$ cat config.mk
export PLATFORM = sky130hd
export DESIGN_NAME = mandelbrot_iter_ctrl_flat
export DESIGN_NICKNAME = d
export VERILOG_FILES = /design/src/rtl/mandelbrot_iter_ctrl_if.sv /design/src/rtl/mandelbrot_iter_ctrl.sv /design/src/flat_wrapper.sv
export SDC_FILE = /design/constraint.sdc
export NUM_CORES = 1
export LEC_CHECK = 0
export BUFFER_PORTS_ARGS = -buffer_cell sky130_fd_sc_hd__buf_2
export CAP_MARGIN = 20
export CORE_UTILIZATION = 45
export CTS_CLUSTER_SIZE = 24
export DETAILED_ROUTE_END_ITERATION = 7
export GPL_TIMING_DRIVEN = 0
export HOLD_SLACK_MARGIN = 0.06
export PLACE_DENSITY = 0.78
export SETUP_SLACK_MARGIN = 0.3
export SLEW_MARGIN = 20
export SYNTH_ARGS = -nofsm -noshare
export SYNTH_HDL_FRONTEND = slang
export SYNTH_SLANG_ARGS = --single-unit
$ cat constraint.sdc
create_clock -name clk -period 1.81 [get_ports clk]
set_clock_uncertainty 0.1 [all_clocks]
set_input_delay 0.2715 -clock clk [delete_from_list [all_inputs] [get_ports clk]]
set_output_delay 0.2715 -clock clk [all_outputs]
set_load 0.1 [all_outputs]
$ cat src/rtl/mandelbrot_iter_ctrl_if.sv
// Bundles the point request, ALU and result handshakes of mandelbrot_iter_ctrl.
// The master modport is the controller side; the slave modport is its environment.
interface mandelbrot_iter_ctrl_if #(
  parameter int unsigned WIDTH      = 8,
  parameter int unsigned ITER_WIDTH = 6
);
  logic                  in_valid;
  logic                  in_ready;
  logic [WIDTH-1:0]      in_cr;
  logic [WIDTH-1:0]      in_ci;
  logic [ITER_WIDTH-1:0] max_iter;

  logic [WIDTH-1:0]      alu_cr;
  logic [WIDTH-1:0]      alu_ci;
  logic [WIDTH-1:0]      alu_zr;
  logic [WIDTH-1:0]      alu_zi;
  logic [WIDTH-1:0]      alu_out_zr;
  logic [WIDTH-1:0]      alu_out_zi;
  logic                  alu_size;
  logic                  alu_overflow;

  logic                  out_valid;
  logic                  out_ready;
  logic [ITER_WIDTH-1:0] out_iter;
  logic                  out_escaped;

  modport master (
    input  in_valid, in_cr, in_ci, max_iter,
    input  alu_out_zr, alu_out_zi, alu_size, alu_overflow,
    input  out_ready,
    output in_ready,
    output alu_cr, alu_ci, alu_zr, alu_zi,
    output out_valid, out_iter, out_escaped
  );

  modport slave (
    output in_valid, in_cr, in_ci, max_iter,
    output alu_out_zr, alu_out_zi, alu_size, alu_overflow,
    output out_ready,
    input  in_ready,
    input  alu_cr, alu_ci, alu_zr, alu_zi,
    input  out_valid, out_iter, out_escaped
  );
endinterface

$ cat src/rtl/mandelbrot_iter_ctrl.sv
// Iteration sequencer for the combinational Mandelbrot ALU: holds c and z, counts
// iterations, stops on escape or limit. Optional abort input via MANDELBROT_ITER_ABORT_EN.
module mandelbrot_iter_ctrl #(
  parameter int unsigned WIDTH      = 8,
  parameter int unsigned ITER_WIDTH = 6
) (
  input  logic clk,
  input  logic rst_n,
`ifdef MANDELBROT_ITER_ABORT_EN
  input  logic abort,
`endif
  mandelbrot_iter_ctrl_if.master bus
);

  localparam logic [1:0] S_IDLE = 2'd0;
  localparam logic [1:0] S_ITER = 2'd1;
  localparam logic [1:0] S_DONE = 2'd2;

  logic [1:0]            r_state, w_state_nxt;
  logic [WIDTH-1:0]      r_cr, r_ci, r_zr, r_zi;
  logic [WIDTH-1:0]      w_cr_nxt, w_ci_nxt, w_zr_nxt, w_zi_nxt;
  logic [ITER_WIDTH-1:0] r_iter, r_lim, r_out_iter;
  logic [ITER_WIDTH-1:0] w_iter_nxt, w_lim_nxt, w_out_iter_nxt;
  logic                  r_out_escaped, w_out_escaped_nxt;
  logic                  r_out_valid, r_in_ready;
  logic                  w_abort;

`ifdef MANDELBROT_ITER_ABORT_EN
  assign w_abort = abort;
`else
  assign w_abort = 1'b0;
`endif

  // State and datapath registers
  always_ff @(posedge clk or negedge rst_n) begin
    if (!rst_n) begin
      r_state       <= S_IDLE;
      r_cr          <= '0;
      r_ci          <= '0;
      r_zr          <= '0;
      r_zi          <= '0;
      r_iter        <= '0;
      r_lim         <= '0;
      r_out_iter    <= '0;
      r_out_escaped <= 1'b0;
      r_out_valid   <= 1'b0;
      r_in_ready    <= 1'b1;
    end else begin
      r_state       <= w_state_nxt;
      r_cr          <= w_cr_nxt;
      r_ci          <= w_ci_nxt;
      r_zr          <= w_zr_nxt;
      r_zi          <= w_zi_nxt;
      r_iter        <= w_iter_nxt;
      r_lim         <= w_lim_nxt;
      r_out_iter    <= w_out_iter_nxt;
      r_out_escaped <= w_out_escaped_nxt;
      r_out_valid   <= (w_state_nxt == S_DONE);
      r_in_ready    <= (w_state_nxt == S_IDLE);
    end
  end

  // Next-state and datapath update
  always_comb begin
    w_state_nxt       = r_state;
    w_cr_nxt          = r_cr;
    w_ci_nxt          = r_ci;
    w_zr_nxt          = r_zr;
    w_zi_nxt          = r_zi;
    w_iter_nxt        = r_iter;
    w_lim_nxt         = r_lim;
    w_out_iter_nxt    = r_out_iter;
    w_out_escaped_nxt = r_out_escaped;

    case (r_state)
      S_IDLE: begin
        // A concurrent abort suppresses the accept
        if (bus.in_valid && r_in_ready && !w_abort) begin
          w_cr_nxt    = bus.in_cr;
          w_ci_nxt    = bus.in_ci;
          w_lim_nxt   = bus.max_iter;
          w_zr_nxt    = '0;
          w_zi_nxt    = '0;
          w_iter_nxt  = '0;
          w_state_nxt = S_ITER;
        end
      end
      S_ITER: begin
        if (w_abort) begin
          w_zr_nxt    = '0;
          w_zi_nxt    = '0;
          w_iter_nxt  = '0;
          w_state_nxt = S_IDLE;
        end else if (bus.alu_size || bus.alu_overflow) begin
          w_out_escaped_nxt = 1'b1;
          w_out_iter_nxt    = r_iter;
          w_state_nxt       = S_DONE;
        end else if (r_iter == r_lim) begin
          w_out_escaped_nxt = 1'b0;
          w_out_iter_nxt    = r_lim;
          w_state_nxt       = S_DONE;
        end else begin
          w_zr_nxt   = bus.alu_out_zr;
          w_zi_nxt   = bus.alu_out_zi;
          w_iter_nxt = r_iter + ITER_WIDTH'(1);
        end
      end
      S_DONE: begin
        if (w_abort) begin
          w_zr_nxt    = '0;
          w_zi_nxt    = '0;
          w_iter_nxt  = '0;
          w_state_nxt = S_IDLE;
        end else if (bus.out_ready) begin
          w_state_nxt = S_IDLE;
        end
      end
      default: w_state_nxt = S_IDLE;
    endcase
  end

  assign bus.in_ready    = r_in_ready;
  assign bus.alu_cr      = r_cr;
  assign bus.alu_ci      = r_ci;
  assign bus.alu_zr      = r_zr;
  assign bus.alu_zi      = r_zi;
  assign bus.out_valid   = r_out_valid;
  assign bus.out_iter    = r_out_iter;
  assign bus.out_escaped = r_out_escaped;

endmodule

$ cat src/flat_wrapper.sv
// flat-port wrapper written by rule: the top's interface ports become plain ports
module mandelbrot_iter_ctrl_flat 
#(
  parameter int unsigned WIDTH      = 8,
  parameter int unsigned ITER_WIDTH = 6
)
  (clk, rst_n, bus_in_valid, bus_in_cr, bus_in_ci, bus_max_iter, bus_alu_out_zr, bus_alu_out_zi, bus_alu_size, bus_alu_overflow, bus_out_ready, bus_in_ready, bus_alu_cr, bus_alu_ci, bus_alu_zr, bus_alu_zi, bus_out_valid, bus_out_iter, bus_out_escaped);
  mandelbrot_iter_ctrl_if #(.WIDTH(WIDTH), .ITER_WIDTH(ITER_WIDTH)) bus_i ();
  input  logic clk;
  input  logic rst_n;
  input wire logic [$bits(bus_i.in_valid)-1:0] bus_in_valid;
  input wire logic [$bits(bus_i.in_cr)-1:0] bus_in_cr;
  input wire logic [$bits(bus_i.in_ci)-1:0] bus_in_ci;
  input wire logic [$bits(bus_i.max_iter)-1:0] bus_max_iter;
  input wire logic [$bits(bus_i.alu_out_zr)-1:0] bus_alu_out_zr;
  input wire logic [$bits(bus_i.alu_out_zi)-1:0] bus_alu_out_zi;
  input wire logic [$bits(bus_i.alu_size)-1:0] bus_alu_size;
  input wire logic [$bits(bus_i.alu_overflow)-1:0] bus_alu_overflow;
  input wire logic [$bits(bus_i.out_ready)-1:0] bus_out_ready;
  output wire logic [$bits(bus_i.in_ready)-1:0] bus_in_ready;
  output wire logic [$bits(bus_i.alu_cr)-1:0] bus_alu_cr;
  output wire logic [$bits(bus_i.alu_ci)-1:0] bus_alu_ci;
  output wire logic [$bits(bus_i.alu_zr)-1:0] bus_alu_zr;
  output wire logic [$bits(bus_i.alu_zi)-1:0] bus_alu_zi;
  output wire logic [$bits(bus_i.out_valid)-1:0] bus_out_valid;
  output wire logic [$bits(bus_i.out_iter)-1:0] bus_out_iter;
  output wire logic [$bits(bus_i.out_escaped)-1:0] bus_out_escaped;
  assign bus_i.in_valid = bus_in_valid;
  assign bus_i.in_cr = bus_in_cr;
  assign bus_i.in_ci = bus_in_ci;
  assign bus_i.max_iter = bus_max_iter;
  assign bus_i.alu_out_zr = bus_alu_out_zr;
  assign bus_i.alu_out_zi = bus_alu_out_zi;
  assign bus_i.alu_size = bus_alu_size;
  assign bus_i.alu_overflow = bus_alu_overflow;
  assign bus_i.out_ready = bus_out_ready;
  assign bus_in_ready = bus_i.in_ready;
  assign bus_alu_cr = bus_i.alu_cr;
  assign bus_alu_ci = bus_i.alu_ci;
  assign bus_alu_zr = bus_i.alu_zr;
  assign bus_alu_zi = bus_i.alu_zi;
  assign bus_out_valid = bus_i.out_valid;
  assign bus_out_iter = bus_i.out_iter;
  assign bus_out_escaped = bus_i.out_escaped;
  mandelbrot_iter_ctrl #(.WIDTH(WIDTH), .ITER_WIDTH(ITER_WIDTH)) u_core (.clk(clk), .rst_n(rst_n), .bus(bus_i));
endmodule
==> results of run 1 <==
[critical path, cell delays in order (launching register included)]
cell	delay [ps]
dfrtp_1	390
buf_6	140
xnor2_2	130
nand4_1	170
o21ai_2	190
buf_6	140
buf_12	130
mux2i_1	190
[stage by stage]
step                instance area [µm²]  std cells
floorplan                          2540        211
global placement                   3050        365
detailed placement                 3050        365
CTS                                3330        381
global route                       3470        385
finish                             3470        385
[synth_stat cells (2+ instances only)]
cell type	instances
a21o_1	3
and2_1	2
and4_2	2
buf_2	4
buf_6	3
clkbuf_1	2
dfrtp_1	54
inv_1	17
mux2_2	22
mux2i_1	21
nand2_1	24
nand3_1	3
nor2_1	7
nor3_1	2
o211a_1	6
o21ai_0	9
o22a_1	6
xnor2_1	6
[worst paths after layout]
kind	start	to	slack (ps)	cells past startpoint
min in group asynchronous	rst_n	u_core.bus.out_iter[2]	450	2
hold / removal	bus_alu_out_zr[5]	u_core.bus.alu_zr[5]	90	3
setup / recovery	u_core.r_iter[2]	u_core.bus.alu_zi[4]	130	7
hold reg to reg	u_core.bus.alu_ci[5]	u_core.bus.alu_ci[5]	410	1
setup reg to reg	u_core.r_iter[2]	u_core.bus.alu_zi[4]	130	7
max in group asynchronous	rst_n	u_core.r_iter[3]	690	2
[state kept, by name, indices dropped and copies added (netlist names)]
name	cells
u_core.r_lim	6
u_core.bus.alu_zi	8
u_core.bus.alu_zr	8
u_core.bus.in_ready	1
u_core.bus.out_escaped	1
u_core.bus.alu_cr	8
u_core.bus.alu_ci	8
u_core.bus.out_iter	6
u_core.bus.out_valid	1
u_core.r_state	2
u_core.r_iter	6
[metal layers]
metal,share of wire,vias to the layer above,track usage
met2,0.50,68,0.314
met5,0,-,0
li1,-,926,-
met3,0.057,2,0.0357
met4,0.0029,0,0.0404
met1,0.44,900,0.226
[area by class of cell]
type                    instances  area share
plain buffers                  12      0.0371
clock buffers                   5      0.0198
clock inverters                 3      0.0126
inverters                      17      0.0184
multi-input cells             127       0.302
flip-flops and latches         55       0.398
well taps                      70      0.0252
repair buffers                 96       0.186
[cells by family (layout without fill, tap and decap cells)]
kind of cell | after synthesis | after routing | synth area share
adders and majority gates | 1 | 1 | 0.00495
DFF | 55 | 55 | 0.545
xor gates and xnor gates | 6 | 6 | 0.0208
muxes | 43 | 43 | 0.181
buffers and inverters | 29 | 133 | 0.0614
AOI/OAI and AO/OA | 29 | 29 | 0.0866
and+or+nand+nor | 48 | 48 | 0.100
[what timing repair did]
action / 4_1_cts / 5_1_grt
hold endpoints to repair: 54 / 0
hold buffers: 1 / 0
cloned: 1 / 1
pin swaps: 3 / 2
setup endpoints to repair: 49 / 65
setup buffers: 6 / 3
gates resized for setup: 18 / 26
==> reports/qor.csv, run 1 <==
stage,metric,value,unit
critical_path,cp_max_fo,10,
sta,grt_setup_unrepaired,true,
global_route,grt_pass1_vias,1917,
critical_path,cp.required,1940,ps
synth,syn_area_per_cell,12.0,µm²
final_layout,fill_cells,419,
clocking,clock_path_buffers,2,
synth,syn_area,2530,µm²
global_route,grt_max_degree,56,
route,via_per_inst,4.92,
critical_path,end_kind,flip-flop,
sta,fin_setup_tns,0,ps
clocking,cts_root_buf,clkbuf_8,
global_route,antenna_found_initial,0,
synth,synth_flop_cell,dfrtp_1,
synth,synthArstFlopShare,1.00,
critical_path,crit_type,reg -> reg,
clocking,htreeDepth,2,
sta,maxSlewViolCount,0,
floorplan,dieWidth,76.9,µm
synth,synth_nets,256,
synth,synth_top_cell_area_share,0.535,
synth,netlist_instances,211,
final_layout,seqCellArea,1380,µm²
final_layout,drive_above_1_share,0.489,
global_route,grt_overflow_total,0,
floorplan,std_cell_rows,26,
final_layout,multi_input_area,1050,µm²
clocking,clock_sinks,55,
final_layout,final_cell_mix,"buf_2 (73), dfrtp_1 (52), nand2_1 (24)",
final_layout,mostFrequentLayoutCell,buf_2,
synth,yosysWarningCount,0,
synth,yosys_register_bits,55,
worst_hold_path,hp-class,in -> reg,
synth,yosys.cell_types.count,36,
final_layout,fin_nets,359,
sta,slew_headroom,0.555,
sta,max_freq,597,MHz
sta,setup_slack,134,ps
critical_path,start_kind,flip-flop,
place,gp_congestion,0.830,
clocking,cts_tree,built,
route,post-route-drc-count,0,
final_layout,post-route-util,0.659,
final_layout,antenna_cells,0,
floorplan,ioPinCount,85,
place,portBuffers,84,
route,drt-pass1-iter-count,4,
sta,period_needed,1680,ps
global_route,grt_pass1_wl,8480,µm
critical_path,worstPathArrival,1800,ps
final_layout,area_growth,37.4,%
clocking,path_clk_slew,100,ps
place,pre_cts_slack,17.1,ps
route,post_drt_wl_per_cell,13.4,µm
sta,setup_viol_count_final,0,
floorplan,initial_core_util,0.480,
clocking,numCtsBuffers,5,
floorplan,core_area,5270,µm²
run,drv_cap,0,
route,drtAntennaViolNets,0,
status,status,completed,
floorplan,die_h,76.9,µm
synth,synthTopCellsByArea,"dfrtp_1 (53%), mux2_2 (9.8%), mux2i_1 (8.3%)",
synth,ys_seq_area_frac,0.545,
synth,yosysTopAreaCell,dfrtp_1,
route,drt-total-wl,5180,µm
sta,hold_ws,85.9,ps
sta,hold_violations,0,
synth,synth_edf_count,0,
sta,worstMarginPinSlew,667,ps
sta,period_share,0.926,
floorplan,die_area,5920,µm²
route,vias,1896,
place,dp.final_hpwl,3490,µm
route,drtIter0Drc,102,
global_route,grt_usage,0.179,
clocking,insertion_delay,300,ps
Power of run 1 is not shown: default switching activity piles up to over one toggle a cycle in this logic, so the estimate is an artifact.
==> inputs of run 2 (changes only) <==
- PLACE_DENSITY: 0.78 -> 0.8
- clock period: 1.81 -> 1.36 ns (I/O delays scaled with it)
==> reports/qor.csv, run 2 (synthesis gave the netlist of run 1 again) <==
stage,metric,value,unit
route,drtIter0Drc,124,
route,post-route-drc-count,0,
clocking,cts_hold_buffers,38,
sta,worstMarginPinSlew,704,ps
floorplan,die_h,76.9,µm
critical_path,worstReg2RegStart,u_core.bus.in_ready,
critical_path,end_kind,flip-flop,
run,drv_cap,0,
final_layout,area_growth,85.1,%
sta,hold_violations,54,
clocking,clock_sinks,55,
route,vias,2236,
sta,grt_setup_unrepaired,true,
route,via_per_inst,5.05,
clocking,htreeDepth,2,
critical_path,r2r_setup_slack,-300,ps
global_route,antenna_found_initial,0,
final_layout,mostFrequentLayoutCell,buf_2,
sta,setup_slack,-302,ps
floorplan,core_area,5270,µm²
place,portBuffers,84,
status,status,"finished, violations left",
sta,period_share,1.22,
final_layout,final_cell_mix,"buf_2 (44), dfrtp_2 (43), buf_12 (42)",
global_route,grt_pass1_vias,2420,
clocking,numCtsBuffers,5,
worst_hold_path,hp-class,in -> async,
sta,slew_headroom,0.530,
clocking,cts_root_buf,clkbuf_8,
status,violations,"hold timing, setup timing",
critical_path,cpPeakStageDelay,650,ps
route,drtAntennaViolNets,0,
floorplan,ioPinCount,85,
sta,hold_ws,-155,ps
sta,maxSlewViolCount,0,
route,drt-pass1-iter-count,4,
critical_path,reg2reg_to,u_core.r_lim[4],
critical_path,start_kind,flip-flop,
place,gp_congestion,0.810,
critical_path,slowest_stage,dfstp_4,
sta,fin_setup_tns,-12630,ps
critical_path,crit_family,flip-flops,
final_layout,antenna_cells,0,
floorplan,die_area,5920,µm²
route,drt-total-wl,7790,µm
global_route,grt_usage,0.263,
sta,max_freq,602,MHz
clocking,clock_path_buffers,2,
clocking,insertion_delay,300,ps
floorplan,std_cell_rows,26,
global_route,grt_max_degree,56,
critical_path,crit_type,reg -> reg,
floorplan,initial_core_util,0.480,
global_route,grt_overflow_total,0,
clocking,cts_tree,built,
critical_path,reg2regPathDepth,4,
floorplan,dieWidth,76.9,µm
critical_path,cp.required,1450,ps
final_layout,drive_above_1_share,0.609,
critical_path,worstPathArrival,1750,ps
sta,period_needed,1660,ps
clocking,path_clk_slew,100,ps
route,post_drt_wl_per_cell,17.6,µm
final_layout,fin_nets,417,
critical_path,cp.buffers_inverters,2,
critical_path,cp_max_fo,6,
place,dp.final_hpwl,3500,µm
sta,setup_viol_count_final,56,
critical_path,crit_chain,nand4bb_4 -> buf_8 -> clkbuf_16 -> mux2_4,
global_route,grt_pass1_wl,11900,µm
[run 2: cell types whose count changed in the layout (fill, tap and decap cells not counted), sizes merged]
cell	delta
buf	+29
bufinv	-1
clkbuf	-6
clkinv	-1
dlygate4sd3	+37
[run 2: layout make-up]
class / count / area, µm²
clock inverter: 1 / 5.00
tap: 70 / 87.6
timing repair buffer: 154 / 1740
clock buffer: 7 / 76.3
fill: 218 / 592
buffer: 12 / 145
inverter: 17 / 63.8
multi-input combinational: 127 / 1120
sequential: 55 / 1440
[run 2: worst max-delay path by stage]
stage | cells past startpoint | slack [ps] | from | end
floorplan | 4 | -340 | u_core.bus.in_ready | u_core.bus.alu_ci[5]
global placement | 6 | -350 | u_core.r_iter[3] | u_core.bus.alu_zi[6]
detailed placement | 6 | -420 | u_core.r_iter[3] | u_core.bus.alu_zi[1]
CTS | 7 | -260 | u_core.r_iter[2] | u_core.bus.alu_zi[1]
global route | 7 | -360 | u_core.r_iter[2] | u_core.bus.alu_zi[7]
finish | 4 | -300 | u_core.bus.in_ready | u_core.r_lim[4]
[run 2: stage by stage]
stage	instance area (µm²)	worst slack, ps	cells	util
6_report	4680	-302	443	0.888
2_1_floorplan	2620	-344	211	-
4_1_cts	4470	-261	431	0.848
3_3_place_gp	3130	-347	365	0.594
5_1_grt	4680	-357	443	0.888
3_5_place_dp	3130	-415	365	0.594
[run 2: layer usage]
layer	vias up	wire, µm	GRT usage
met5	-	0	0
met4	0	106	0.0538
met3	11	421	0.0583
met2	89	4310	0.506
met1	1085	2960	0.291
li1	1051	-	-
[run 2: what timing repair did]
action                     4_1_cts  5_1_grt
hold endpoints to repair        92       54
buffers inserted                19       10
resized for setup              188       26
pin swaps                        5        4
cloned                           1        2
setup endpoints to repair       96       96
Power of run 2 is left out for the same reason.
